===== config.mk =====
export PLATFORM = sky130hd
export DESIGN_NAME = iq_frame_fifo
export DESIGN_NICKNAME = d
export VERILOG_FILES = /design/src/rtl/iq_frame_fifo.sv
export SDC_FILE = /design/constraint.sdc
export NUM_CORES = 1
export LEC_CHECK = 0
export ABC_AREA = 1
export ABC_CLOCK_PERIOD_IN_PS = 2500
export BUFFER_PORTS_ARGS = -buffer_cell sky130_fd_sc_hd__clkbuf_2
export CORE_UTILIZATION = 45
export DETAILED_ROUTE_END_ITERATION = 8
export PLACE_DENSITY = 0.6
export SLEW_MARGIN = 20
export SYNTH_ARGS = -nofsm -noshare
export SYNTH_HDL_FRONTEND = slang
export SYNTH_SLANG_ARGS = --single-unit

===== constraint.sdc =====
create_clock -name clk -period 2.5 [get_ports clk]
set_clock_uncertainty 0.15 [all_clocks]
set_input_delay 0 -clock clk [delete_from_list [all_inputs] [get_ports clk]]
set_output_delay 0 -clock clk [all_outputs]
set_load 0.005 [all_outputs]

===== src/rtl/iq_frame_fifo.sv =====
// -----------------------------------------------------------------------------
// iq_frame_fifo
//
// Purpose:
//   Buffers 13-bit I/Q sample pairs from signal_gen and frames them into the
//   32-bit words that lvds_trx serialises. One word is presented per word_req
//   strobe (the serialiser has just loaded tx_data). Streaming starts once the
//   FIFO is prefilled, or once a complete message (last flag) is queued. When
//   the FIFO runs dry, filler words go out and the sticky underrun flag is set.
//   After the final sample of a message, an end-of-message marker word goes out.
//
// Ports:
//   clk             slow clock (slowclk from lvds_trx)
//   reset           asynchronous, active-high, clears all state
//   s_valid         sample valid from signal_gen
//   s_ready         FIFO can accept a sample this cycle
//   s_i, s_q        13-bit two's complement I and Q samples
//   s_last          marks the final sample of the message
//   word_req        single-cycle strobe: present the next framed word
//   tx_data         registered framed word to lvds_trx
//   busy            high while the framer is not IDLE
//   level           current FIFO occupancy (0..DEPTH)
//   underrun        sticky, set when a sample was due but the FIFO was empty
//   clear_underrun  synchronous clear of underrun (a same-cycle set wins)
//   cw_mode         (only with IQ_FRAME_CW_EN) replace every sample with the
//                   constant I=Q=13'h0FFF; FIFO behaviour is unchanged
//
// Build option:
//   IQ_FRAME_CW_EN  when defined, adds the cw_mode input.
//
// Word formats:
//   SAMPLE = {2'b10, I[12:0], 1'b1, 2'b01, Q[12:0], 1'b0}
//   END    = {2'b10, 14'b0,   2'b01, 14'b0}
//   FILL   = 32'b0
// -----------------------------------------------------------------------------
module iq_frame_fifo #(
  parameter int DEPTH_LOG2 = 4,
  parameter int PREFILL    = 4
) (
  input  logic                  clk,
  input  logic                  reset,
  input  logic                  s_valid,
  output logic                  s_ready,
  input  logic [12:0]           s_i,
  input  logic [12:0]           s_q,
  input  logic                  s_last,
  input  logic                  word_req,
  output logic [31:0]           tx_data,
  output logic                  busy,
  output logic [DEPTH_LOG2:0]   level,
  output logic                  underrun,
  input  logic                  clear_underrun
`ifdef IQ_FRAME_CW_EN
  ,
  input  logic                  cw_mode
`endif
);

  localparam int DEPTH = 1 << DEPTH_LOG2;
  localparam int LVL_W = DEPTH_LOG2 + 1;

  localparam logic [LVL_W-1:0] DEPTH_L   = LVL_W'(DEPTH);
  localparam logic [LVL_W-1:0] PREFILL_L = LVL_W'(PREFILL);

  localparam logic [31:0] FILL_WORD = 32'h0000_0000;
  localparam logic [31:0] END_WORD  = {2'b10, 14'b0, 2'b01, 14'b0};

  // Constant sample used in continuous-wave mode.
  localparam logic [12:0] CW_SAMPLE = 13'h0FFF;

  typedef enum logic [1:0] {
    IDLE   = 2'd0,
    STREAM = 2'd1,
    TAIL   = 2'd2
  } state_t;

  // ---------------------------------------------------------------------------
  // State
  // ---------------------------------------------------------------------------
  state_t                  state_reg;
  logic [31:0]             tx_data_reg;
  logic                    underrun_reg;
  logic                    last_pending_reg;
  logic [LVL_W-1:0]        level_reg;
  logic [DEPTH_LOG2-1:0]   wr_ptr_reg;
  logic [DEPTH_LOG2-1:0]   rd_ptr_reg;

  // FIFO storage: each entry is {last, I, Q}.
  logic [26:0]             mem [DEPTH];

  // ---------------------------------------------------------------------------
  // Handshake and FIFO control
  // ---------------------------------------------------------------------------
  logic        fifo_empty;
  logic        push;
  logic        pop;
  logic        underrun_set;
  logic        start_ok;
  logic [26:0] rd_entry;
  logic        rd_last;
  logic [12:0] word_i;
  logic [12:0] word_q;

  assign s_ready    = (level_reg < DEPTH_L);
  assign fifo_empty = (level_reg == '0);
  assign push       = s_valid & s_ready;

  // A pop only happens in STREAM on a word request with data available.
  // An empty FIFO never bypasses the incoming sample: that request takes
  // the underrun path and the same-cycle push is simply stored.
  assign pop          = (state_reg == STREAM) & word_req & ~fifo_empty;
  assign underrun_set = (state_reg == STREAM) & word_req &  fifo_empty;

  // Start streaming on a full prefill, or early when a whole (short)
  // message is already queued so its tail is not stranded.
  assign start_ok = (level_reg >= PREFILL_L) | last_pending_reg;

  assign rd_entry = mem[rd_ptr_reg];
  assign rd_last  = rd_entry[26];

`ifdef IQ_FRAME_CW_EN
  assign word_i = cw_mode ? CW_SAMPLE : rd_entry[25:13];
  assign word_q = cw_mode ? CW_SAMPLE : rd_entry[12:0];
`else
  assign word_i = rd_entry[25:13];
  assign word_q = rd_entry[12:0];
`endif

  function automatic logic [31:0] sample_word(input logic [12:0] i_val,
                                              input logic [12:0] q_val);
    return {2'b10, i_val, 1'b1, 2'b01, q_val, 1'b0};
  endfunction

  // Storage has no reset: contents are only ever read behind a valid level.
  always_ff @(posedge clk) begin
    if (push) begin
      mem[wr_ptr_reg] <= {s_last, s_i, s_q};
    end
  end

  // Pointers, occupancy and the pending-last flag.
  always_ff @(posedge clk or posedge reset) begin
    if (reset) begin
      wr_ptr_reg       <= '0;
      rd_ptr_reg       <= '0;
      level_reg        <= '0;
      last_pending_reg <= 1'b0;
    end else begin
      if (push) begin
        wr_ptr_reg <= wr_ptr_reg + 1'b1;
      end
      if (pop) begin
        rd_ptr_reg <= rd_ptr_reg + 1'b1;
      end

      unique case ({push, pop})
        2'b10:   level_reg <= level_reg + 1'b1;
        2'b01:   level_reg <= level_reg - 1'b1;
        default: level_reg <= level_reg;
      endcase

      // A freshly pushed last outranks the clear from popping an older one,
      // so a queued message end is never forgotten.
      if (push && s_last) begin
        last_pending_reg <= 1'b1;
      end else if (pop && rd_last) begin
        last_pending_reg <= 1'b0;
      end
    end
  end

  // ---------------------------------------------------------------------------
  // Framer state machine with registered outputs
  // ---------------------------------------------------------------------------
  always_ff @(posedge clk or posedge reset) begin
    if (reset) begin
      state_reg    <= IDLE;
      tx_data_reg  <= FILL_WORD;
      underrun_reg <= 1'b0;
    end else begin
      // Set has priority over a same-cycle clear.
      if (underrun_set) begin
        underrun_reg <= 1'b1;
      end else if (clear_underrun) begin
        underrun_reg <= 1'b0;
      end

      case (state_reg)
        IDLE: begin
          if (word_req) begin
            tx_data_reg <= FILL_WORD;
          end
          // Start condition is checked every cycle, not only on requests.
          if (start_ok) begin
            state_reg <= STREAM;
          end
        end

        STREAM: begin
          if (word_req) begin
            if (fifo_empty) begin
              tx_data_reg <= FILL_WORD;
            end else begin
              tx_data_reg <= sample_word(word_i, word_q);
              if (rd_last) begin
                state_reg <= TAIL;
              end
            end
          end
        end

        TAIL: begin
          if (word_req) begin
            tx_data_reg <= END_WORD;
            state_reg   <= IDLE;
          end
        end

        default: begin
          state_reg <= IDLE;
        end
      endcase
    end
  end

  assign tx_data  = tx_data_reg;
  assign busy     = (state_reg != IDLE);
  assign level    = level_reg;
  assign underrun = underrun_reg;

endmodule

# After elaboration in Yosys (flattened, before gate mapping)
# Memory sizes are Yosys's and may differ from the RTL's.
# Cells that the tools add are included.
# word_totals
ramBits	432
inputBits	32
register_bits	49
memories	1
out_inout_bits	40
word_cells	59
# memory_table
name	depth	word_bits	rd	rd_ports_with_merged_regs	write_ports	line_no	source
mem	16	27	1	0	1	89	logic [26:0] mem [DEPTH];
# op_classes
n_mux	18
n_addsub	4
n_reduce_logical	11
bitwise	6
order_cmp	2
n_eq_ne	10
# ops
cell	n
two-way mux 32 bit	4
one-hot mux 32 bit (3 select lines)	1
inequality test 2 bit (second input constant)	6
two-way mux 2 bit	5
one-hot mux 5 bit (2 select lines)	1
adder 4 x 1 -> 4 bit (second input constant)	2
nonzero test 2 bit	4
two-way mux 1 bit	6
one-hot mux 2 bit (3 select lines)	1
adder 5 x 1 -> 5 bit (second input constant)	1
>= comparator 5 x 3 -> 1 bit (second input constant)	1
zero test 5 bit	1
less-than comparator 5 bit (second input constant)	1
AND reduction 5 bit	1
subtractor 5 x 1 -> 5 bit (second input constant)	1
bitwise AND 1 bit	4
equality test 2 x 1 -> 1 bit (second input constant)	2
equality test 2 bit (second input constant)	2
AND reduction 4 bit	1
nonzero test 3 bit	1
logical AND 1 bit	2
zero test 2 bit	1
inverter 1 bit	1
OR 1 bit	1

# Longest topological paths before layout
# Gate-level depths: netlist of run 1.
# depth
word_depth	6
depth_mapped	17
ltp_nobuf	17

# Worst setup path after synthesis of run 1
# Ideal clock, no wire load.
# synth_path
path_type	register -> register
start	register level_reg[4] (netlist: level[4])
end	memory mem[11][0] (enable)
setup_time_ns	0.411
t_arrival_ns	2.087
required_ns	1.939
path_buffers	0
path_stages_with_launch	6
period_less_slack_ns	2.648
slack_ns	-0.148
cell_sequence	dfrtp_1 inv_2 nand2_1 inv_1 nand2_1 nor2_1
# synth_between
elab_chain_cells	4
# synth_rtl
item	line_no	source
from (decl)	84	logic [LVL_W-1:0] level_reg;
from (signal assigned)	157	2'b10: level_reg <= level_reg + 1'b1;
from (signal assigned)	158	2'b01: level_reg <= level_reg - 1'b1;
from (signal assigned)	159	default: level_reg <= level_reg;
less-than comparator 5 bit	104	assign s_ready = (level_reg < DEPTH_L);
net s_ready	43	output logic s_ready,
bitwise AND 1 bit	106	assign push = s_valid & s_ready;
two-way mux 1 bit	136	if (push) begin
two-way mux 1 bit (not written as such)	137	mem[wr_ptr_reg] <= {s_last, s_i, s_q};
to (decl)	89	
# The timed path passes the listed nets, and every way through them passes these cells.

# Worst setup path after layout of run 1
# layout_path
start	register state_reg[1]
end	register level_reg[4] (netlist: level[4])
# layout_between
elab_chain_cells	5
word_cells_on_any_way	7
cone_classes	3 x eq/ne; 1 x mux; 2 x bitwise; 1 x reduce/logical
# layout_rtl
item	line_no	source
from (decl)	80	state_t state_reg;
from (signal assigned)	177	state_reg <= IDLE;
from (signal assigned)	195	state_reg <= STREAM;
from (signal assigned)	206	state_reg <= TAIL;
equality test 2 x 1 -> 1 bit *	111	assign pop = (state_reg == STREAM) & word_req & ~fifo_empty;
bitwise AND 1 bit * (2 in a row)	111	
net pop	96	logic pop;
equality test 2 x 1 -> 1 bit or equality test 2 bit (tied branches)	156	unique case ({push, pop})
one-hot mux 5 bit (2 select lines) or nonzero test 2 bit (tied branches)	--	
# The timed path passes the listed nets; every way through them passes the cells marked *.
# A chain may end at the register's enable or synchronous reset.

==> flow_metrics.tcl, run 1 <==
set metrics [dict create \
    drive_gt1_frac 0.153 \
    period_minus_slack_ns 2.33 \
    startpoint_type "flop" \
    yosys-top-cells-area "edfxtp_1 (68%), dfrtp_1 (5.9%), o21ai_0 (5.0%), nor2_1 (4.7%), o221ai_1 (3.5%)" \
    nets 1629 \
    fillCellCount 3521 \
    comb_power_share 0.332 \
    p_clk_frac 0.281 \
    drv_cap 0 \
    drtIter0Drc 1116 \
    hp-class "in -> async" \
    routed_via_density 5.57 \
    clockRootBuffer "clkbuf_16" \
    cp.required_ns 2.84 \
    hold_viol 0 \
    status "completed" \
    r2r_cells 17 \
    relSlewSlack 0.496 \
    diodes 0 \
    seq_area_um2 14100 \
    yosys.area.top_type "edfxtp_1" \
    drtPass1Iterations 5 \
    dp.cells 2037 \
    endpoint "level[4]" \
    p_per_area_nw_per_um2 1140 \
    wl_per_cell_um 21.7 \
    clock_path_buffers 3 \
    antenna_found_initial 0 \
    rr_endpoint "level[4]" \
    synth-async-reset-ratio 0.0943 \
    synth.distinct_cells 33 \
    regToRegSetupSlack_ns 0.17 \
    first_global_vias 11922 \
    setup_viol 0 \
    synth_area_per_cell_um2 13.1 \
    grt_max_degree 113 \
    syn_to_final_growth_pct 17.5 \
    die-area_um2 43200 \
    ys_warn_count 0 \
    start_util 0.456 \
    peakVddDrop_uv 1120 \
    cts_tree "built" \
    p_switching_mw 9.05 \
    critPathMaxFanout 3 \
    yosysTopAreaCellShare 0.680 \
    dp_hpwl_um 25900 \
    row_count 75 \
    globalplace.congestion 0.784 \
    path_class "reg -> reg" \
    end_kind "flop" \
    final_antenna_net_count 0 \
    portBuffers 68 \
    clkSinkCount 477 \
    synth_seq_area_share 0.739 \
    tightest_slew_ns 0.756 \
    multi_input_area_um2 4380 \
    power_frac_seq 0.387 \
    routed_wl_um 46900 \
    instances_no_fill 2162 \
    synth_area_um2 19100 \
    synth_edf_count 432 \
    fmax_ghz 0.429 \
    reg2reg_from "state_reg[1]" \
    die_x_um 208 \
    numCtsBuffers 49 \
    yosys-top-cells-count "edfxtp_1 (432), nor2_1 (239), o21ai_0 (191), nand2_1 (176), o221ai_1 (77)" \
    switching_share 0.353 \
    ys_seq_elements 477 \
    core_um2 41900 \
    fin_util 0.536 \
    insertion_delay_ns 0.58 \
    critPathArrivalTime_ns 2.67 \
    post-route-drc-count 0 \
    dominantRegCellSynth "edfxtp_1" \
    cts.clk_slew.worst_paths_ns 0.07 \
    grt_pass1_wl_um 72200 \
    slew_viol_final 0 \
    synthCells 1454 \
    grt-ovfl-total 0 \
    fin_crit_sh 0.932 \
    yosysMostFrequentCell "edfxtp_1" \
    cts.htree.levels 2 \
    die_y_um 208 \
    internal_power_mw 16.6 \
    vias 12053 \
    io_pins 72 \
    largest_reg_flops 432 \
    grt.total_usage 0.221 \
    p_leak_nw 7.95 \
    crit_start "state_reg[1]" \
]
cells by family after synthesis:
kind of cell	count (synthesis)	share of synthesized area
other	1	0.000197
buffers and inverters	131	0.0395
and+or+nand+nor	494	0.104
AOI/OAI and AO/OA	325	0.103
DFF	477	0.739
xor gates and xnor gates	12	0.00551
adders and majority gates	14	0.00918
per-layer routing:
layer / share of wire / track usage
met5: 0 / 0
met1: 0.44 / 0.308
met4: 0.023 / 0.0702
met3: 0.054 / 0.0349
met2: 0.48 / 0.356
critical path: stages, from the launching register on:
cell     delay, ns
dfrtp_1       0.36
inv_2         0.06
ha_2          0.17
nand2_1       0.08
inv_1         0.05
nand2_2       0.08
inv_1         0.06
ha_2          0.19
xor2_2        0.18
ha_1          0.18
inv_1         0.05
nand2_1       0.06
nand2_1       0.08
nand2_1       0.07
a21oi_2       0.13
xor2_1        0.15
nand2_1       0.06
o21ai_0       0.08
cells in the final DEF, fill, tap and decap left out, types with 8 or more instances in the layout:
master,count
buf_12,26
clkbuf_8,11
clkbuf_1,19
ha_1,12
nor2_1,223
nand2_1,175
o21ai_0,191
buf_4,45
o22ai_1,17
dfrtp_1,42
nand3_1,69
nor2_4,17
clkbuf_2,68
edfxtp_1,432
o221ai_1,77
inv_1,28
o21ai_1,25
o211ai_1,11
xor2_1,8
clkbuf_16,50
dlygate4sd3_1,33
cell type report:
class | instances | share of cell area
inverters | 35 | 0.00608
well taps | 539 | 0.0301
multi-input cells | 848 | 0.195
clock inverters | 11 | 0.00547
clock buffers | 80 | 0.0657
flip-flops and latches | 477 | 0.629
repair buffers | 172 | 0.0682
per-stage QoR:
step                power, mW  worst slack, ns  hold WS [ns]  cell area, um^2  setup TNS, ns
floorplan                15.5           -0.148       -0.0511            19100         -39.51
global placement         18.4            0.156        0.0498            20500              0
detailed placement       18.5            0.118        0.0610            20500              0
CTS                      25.8            0.100        0.0241            22400              0
global route             27.1          -0.0299        0.0778            22400        -0.0299
finish                   25.7            0.171        0.0108            22400              0
how the worst min path moves through the flow:
stage,startpoint,endpoint,slack (ns)
2_1_floorplan,s_q[0],mem[0][0],-0.05
3_3_place_gp,clear_underrun,underrun,0.05
3_5_place_dp,clear_underrun,underrun,0.06
4_1_cts,reset,tx_data[22],0.02
5_1_grt,reset,tx_data[22],0.08
6_report,reset,tx_data[22],0.01
timing repair:
action                                 CTS  global route
endpoints found under the hold margin  494             0
gates resized for setup                  0             7
setup endpoints to repair                0             1
buffers inserted                         0             1
hold buffers                            33             0
power by group through the flow:
| stage | Combinational [mW] | Clock (mW) | Sequential, mW |
|---|---|---|---|
| 3_5_place_dp | 8.45 | 0 | 10.1 |
| 3_3_place_gp | 8.34 | 0 | 10.1 |
| 2_1_floorplan | 5.48 | 0 | 10.1 |
| 5_1_grt | 9.41 | 7.63 | 10.0 |
| 6_report | 8.52 | 7.20 | 9.94 |
| 4_1_cts | 8.52 | 7.34 | 9.94 |
(Power assumes the default switching activity.)
==> inputs of run 2 (changes only) <==
CORE_UTILIZATION = 51   (was 45)
PLACE_DENSITY = 0.67   (was 0.6)
==> flow_metrics.tcl, run 2 (synthesis results as in run 1) <==
set metrics [dict create \
    die-area_um2 38200 \
    critPathMaxFanout 4 \
    dp_hpwl_um 25200 \
    hp-start "s_i[8]" \
    wl_per_cell_um 21.9 \
    hold_viol 0 \
    cts.clk_slew.worst_paths_ns 0.06 \
    clockRootBuffer "clkbuf_16" \
    diodes 0 \
    final_common_cell "edfxtp_1" \
    fillCellCount 2789 \
    holdPathEnd "mem[13][21]" \
    power.total_mw 25.4 \
    routed_wl_um 45600 \
    syn_to_final_growth_pct 16.3 \
    rr_endpoint "level[4]" \
    cts_tree "built" \
    largest_reg_flops 432 \
    drive_gt1_frac 0.147 \
    grt-ovfl-total 0 \
    instances_no_fill 2080 \
    wl_met2_um 22400 \
    dr_wl_met3_um 2960 \
    grt.total_usage 0.243 \
    fmax_ghz 0.433 \
    nets 1623 \
    io_pins 72 \
    cts.htree.levels 2 \
    insertion_delay_ns 0.57 \
    maxUsedRoutingLayer "met4" \
    hold_depth 2 \
    core_um2 36700 \
    regToRegSetupSlack_ns 0.19 \
    hp-class "in -> reg" \
    vias 12148 \
    slew_viol_final 0 \
    relSlewSlack 0.456 \
    drtIter0Drc 1090 \
    drtPass1Iterations 5 \
    grt_max_degree 122 \
    first_global_vias 11848 \
    cp.required_ns 2.84 \
    cts_setup_buffers 0 \
    setup_tns_ns 0 \
    p_per_area_nw_per_um2 1140 \
    fin_crit_sh 0.923 \
    routed_via_density 5.84 \
    drv_cap 0 \
    portBuffers 68 \
    startpoint_type "flop" \
    post-route-drc-count 0 \
    reg2reg_from "state_reg[1]" \
    dp.cells 1962 \
    grt_pass1_wl_um 69600 \
    globalplace.congestion 0.813 \
    multi_input_area_um2 4380 \
    end_kind "flop" \
    r2r_cells 17 \
    final_antenna_net_count 0 \
    antenna_found_initial 0 \
    status "completed" \
    clock_path_buffers 3 \
    row_count 70 \
    die_x_um 195 \
    fin_util 0.605 \
    clkSinkCount 477 \
    path_class "reg -> reg" \
    seq_area_um2 14100 \
    most-common-layout-cells "edfxtp_1 (432), nor2_1 (223), o21ai_0 (191)" \
    start_util 0.520 \
    p_leak_nw 7.88 \
    wl_met1_um 19200 \
    numCtsBuffers 47 \
    tightest_slew_ns 0.816 \
    setup_viol 0 \
    die_y_um 195 \
    critPathArrivalTime_ns 2.65 \
    peakVddDrop_uv 538 \
    period_minus_slack_ns 2.31 \
]
## run 2: cell type report
class | instances | share of cell area
clock inverters | 18 | 0.00964
well taps | 468 | 0.0264
flip-flops and latches | 477 | 0.636
repair buffers | 168 | 0.0637
inverters | 35 | 0.00615
clock buffers | 66 | 0.0608
multi-input cells | 848 | 0.197
## run 2: how the worst max path moves through the flow
stage / from / end / slack [ns] / depth (start not counted)
floorplan: level[4] / mem[11][0] / -0.15 / 5
global placement: state_reg[1] / level[4] / 0.1 / 17
detailed placement: state_reg[1] / level[4] / 0.005 / 17
CTS: state_reg[1] / level[4] / 0.03 / 17
global route: state_reg[1] / level[4] / -0.009 / 17
finish: state_reg[1] / level[4] / 0.19 / 17
## run 2: per-stage QoR
step | setup slack [ns] | hold slack, ns | instance area (um^2)
2_1_floorplan | -0.148 | -0.0511 | 19100
3_3_place_gp | 0.0991 | -0.0184 | 20300
3_5_place_dp | 0.00514 | -0.0149 | 20300
4_1_cts | 0.0322 | 0.213 | 22200
5_1_grt | -0.00862 | 0.256 | 22200
6_report | 0.192 | 0.227 | 22200
## run 2: per-layer routing
layer / global-route usage / vias to the layer above
li1: - / 5563
met1: 0.331 / 6071
met2: 0.408 / 436
met3: 0.0321 / 78
met4: 0.0796 / 0
met5: 0 / -
## run 2: what timing repair did
action / in CTS / in global routing
setup endpoints to repair: 1 / 1
cloned: 0 / 0
resized for setup: 1 / 5
hold endpoints to repair: 493 / 0
hold buffers: 34 / 0
## run 2: report_power, final
part,internal [mW],switching [mW]
Sequential,9.60,0.332
Combinational,2.66,5.61
Clock,4.26,2.89
Total,16.5,8.83
## run 2: critical path, stage by stage (launching register included)
cell	delay [ns]
dfrtp_1	0.34
inv_1	0.07
ha_1	0.20
nand2_1	0.09
inv_1	0.05
nand2_2	0.09
inv_2	0.05
ha_4	0.18
xor2_2	0.15
ha_1	0.19
inv_1	0.05
nand2_1	0.06
nand2_1	0.08
nand2_1	0.07
a21oi_2	0.13
xor2_1	0.16
nand2_1	0.06
o21ai_0	0.07
==> inputs of run 3 (changes only) <==
BUFFER_PORTS_ARGS = -buffer_cell sky130_fd_sc_hd__buf_2   (was -buffer_cell sky130_fd_sc_hd__clkbuf_2)
==> flow_metrics.tcl, run 3 (synthesis results as in run 1) <==
set metrics [dict create \
    dp_hpwl_um 25500 \
    drtPass1Iterations 5 \
    drv_cap 0 \
    wl_met2_um 22000 \
    grt_pass1_wl_um 70600 \
    switching_share 0.351 \
    critPathArrivalTime_ns 2.41 \
    die_x_um 195 \
    io_pins 72 \
    routed_via_density 5.82 \
    grt.total_usage 0.245 \
    fin_hold_ws_ns 0.222 \
    wl_met1_um 20100 \
    hp-class "in -> reg" \
    relSlewSlack 0.591 \
    fin_crit_sh 0.940 \
    hold_viol 0 \
    clkSinkCount 477 \
    p_leak_nw 7.92 \
    start_util 0.520 \
    antenna_found_initial 1 \
    die-area_um2 38200 \
    nets 1627 \
    tightest_slew_ns 0.613 \
    most-common-layout-cells "edfxtp_1 (432), nor2_1 (223), o21ai_0 (191)" \
    drive_gt1_frac 0.152 \
    startpoint_type "flop" \
    syn_to_final_growth_pct 16.2 \
    internal_power_mw 16.4 \
    period_minus_slack_ns 2.35 \
    core_um2 36700 \
    p_per_area_nw_per_um2 1140 \
    status "completed" \
    final_common_cell "edfxtp_1" \
    cts.clk_slew.worst_paths_ns 0.06 \
    first_global_vias 11933 \
    critPathMaxFanout 18 \
    power_frac_seq 0.395 \
    routed_wl_um 46500 \
    clockRootBuffer "clkbuf_16" \
    wl_per_cell_um 22.2 \
    cts_tree "built" \
    comb_power_share 0.323 \
    cts.htree.levels 2 \
    maxUsedRoutingLayer "met4" \
    end_kind "flop" \
    cts_setup_buffers 0 \
    dr_wl_met3_um 2900 \
    p_switching_mw 8.90 \
    vias 12154 \
    largest_reg_flops 432 \
    grt-ovfl-total 0 \
    portBuffers 68 \
    fillCellCount 2819 \
    globalplace.congestion 0.780 \
    post-route-drc-count 0 \
    path_class "reg -> reg" \
    die_y_um 195 \
    slew_viol_final 0 \
    grt_max_degree 106 \
    instances_no_fill 2090 \
    peakVddDrop_uv 737 \
    row_count 70 \
    clock_path_buffers 3 \
    drtIter0Drc 1132 \
    dp.cells 1964 \
    insertion_delay_ns 0.56 \
    final_antenna_net_count 0 \
    numCtsBuffers 49 \
    p_clk_frac 0.282 \
    setup_viol 0 \
    cp.required_ns 2.56 \
    fmax_ghz 0.425 \
]
[run 3: cell types whose count changed in the layout (fill, tap and decap cells not counted), sizes merged]
cell,delta
bufinv,-2
clkinv,+3
diode,+1
buf,+70
clkinvlp,-3
inv,+3
clkbuf,-62
[run 3: repair_timing]
action / 4_1_cts / 5_1_grt
hold endpoints to repair: 492 / 0
setup endpoints to repair: 0 / 1
hold buffers: 34 / 0
resized for setup: 0 / 11
[run 3: layout make-up]
| cell class | instances | area [um^2] | share of cell area |
|---|---|---|---|
| Inverter | 35 | 136 | 0.00615 |
| Sequential cell | 477 | 14100 | 0.636 |
| Clock inverter | 19 | 173 | 0.00778 |
| Timing Repair Buffer | 170 | 1380 | 0.0622 |
| Clock buffer | 72 | 1410 | 0.0633 |
| Antenna cell | 1 | 2.50 | 0.000113 |
| Tap cell | 468 | 586 | 0.0264 |
| Multi-Input combinational cell | 848 | 4390 | 0.198 |
[run 3: path summary, 6_finish.rpt]
kind	startpoint	endpoint	slack, ns	cells past startpoint
worst min-delay path	s_i[7]	mem[10][20]	0.22	2
worst max register to register	level[4]	mem[5][13]	0.15	6
worst min register to register	tx_data[27]	tx_data[27]	0.32	2
min in group asynchronous	reset	tx_data[2]	0.47	4
max in group asynchronous	reset	tx_data[19]	1.07	5
worst max-delay path	level[4]	mem[5][13]	0.15	6
[run 3: stage by stage]
stage / total power [mW] / setup WS, ns / setup TNS [ns] / cell area (um^2) / util
3_5_place_dp: 18.2 / 0.154 / 0 / 20200 / 0.551
3_3_place_gp: 18.1 / 0.168 / 0 / 20200 / 0.551
2_1_floorplan: 15.5 / -0.148 / -39.51 / 19100 / -
6_report: 25.3 / 0.149 / 0 / 22200 / 0.604
5_1_grt: 26.6 / -0.0315 / -0.0315 / 22200 / 0.604
4_1_cts: 25.4 / 0.106 / 0 / 22100 / 0.603
[run 3: metal layers]
layer,vias to the layer above,track usage
li1,5585,-
met5,-,0
met1,6026,0.343
met3,93,0.0352
met4,0,0.0910
met2,450,0.394
[run 3: worst max-delay path, stage by stage, from the launching register on]
cell and delay [ns]:
dfrtp_1 0.42, inv_2 0.11, nand2_1 0.16, inv_1 0.30, nand2_1 0.31, nor2_4 0.17, buf_4 0.37
[run 3: power by group through the flow]
stage	sequential, mW	combinational [mW]	clock (mW)
6_report	10.0	8.18	7.15
5_1_grt	10.1	9.01	7.52
4_1_cts	10.0	8.15	7.24
3_5_place_dp	10.1	8.08	0
3_3_place_gp	10.1	7.96	0
2_1_floorplan	10.1	5.48	0
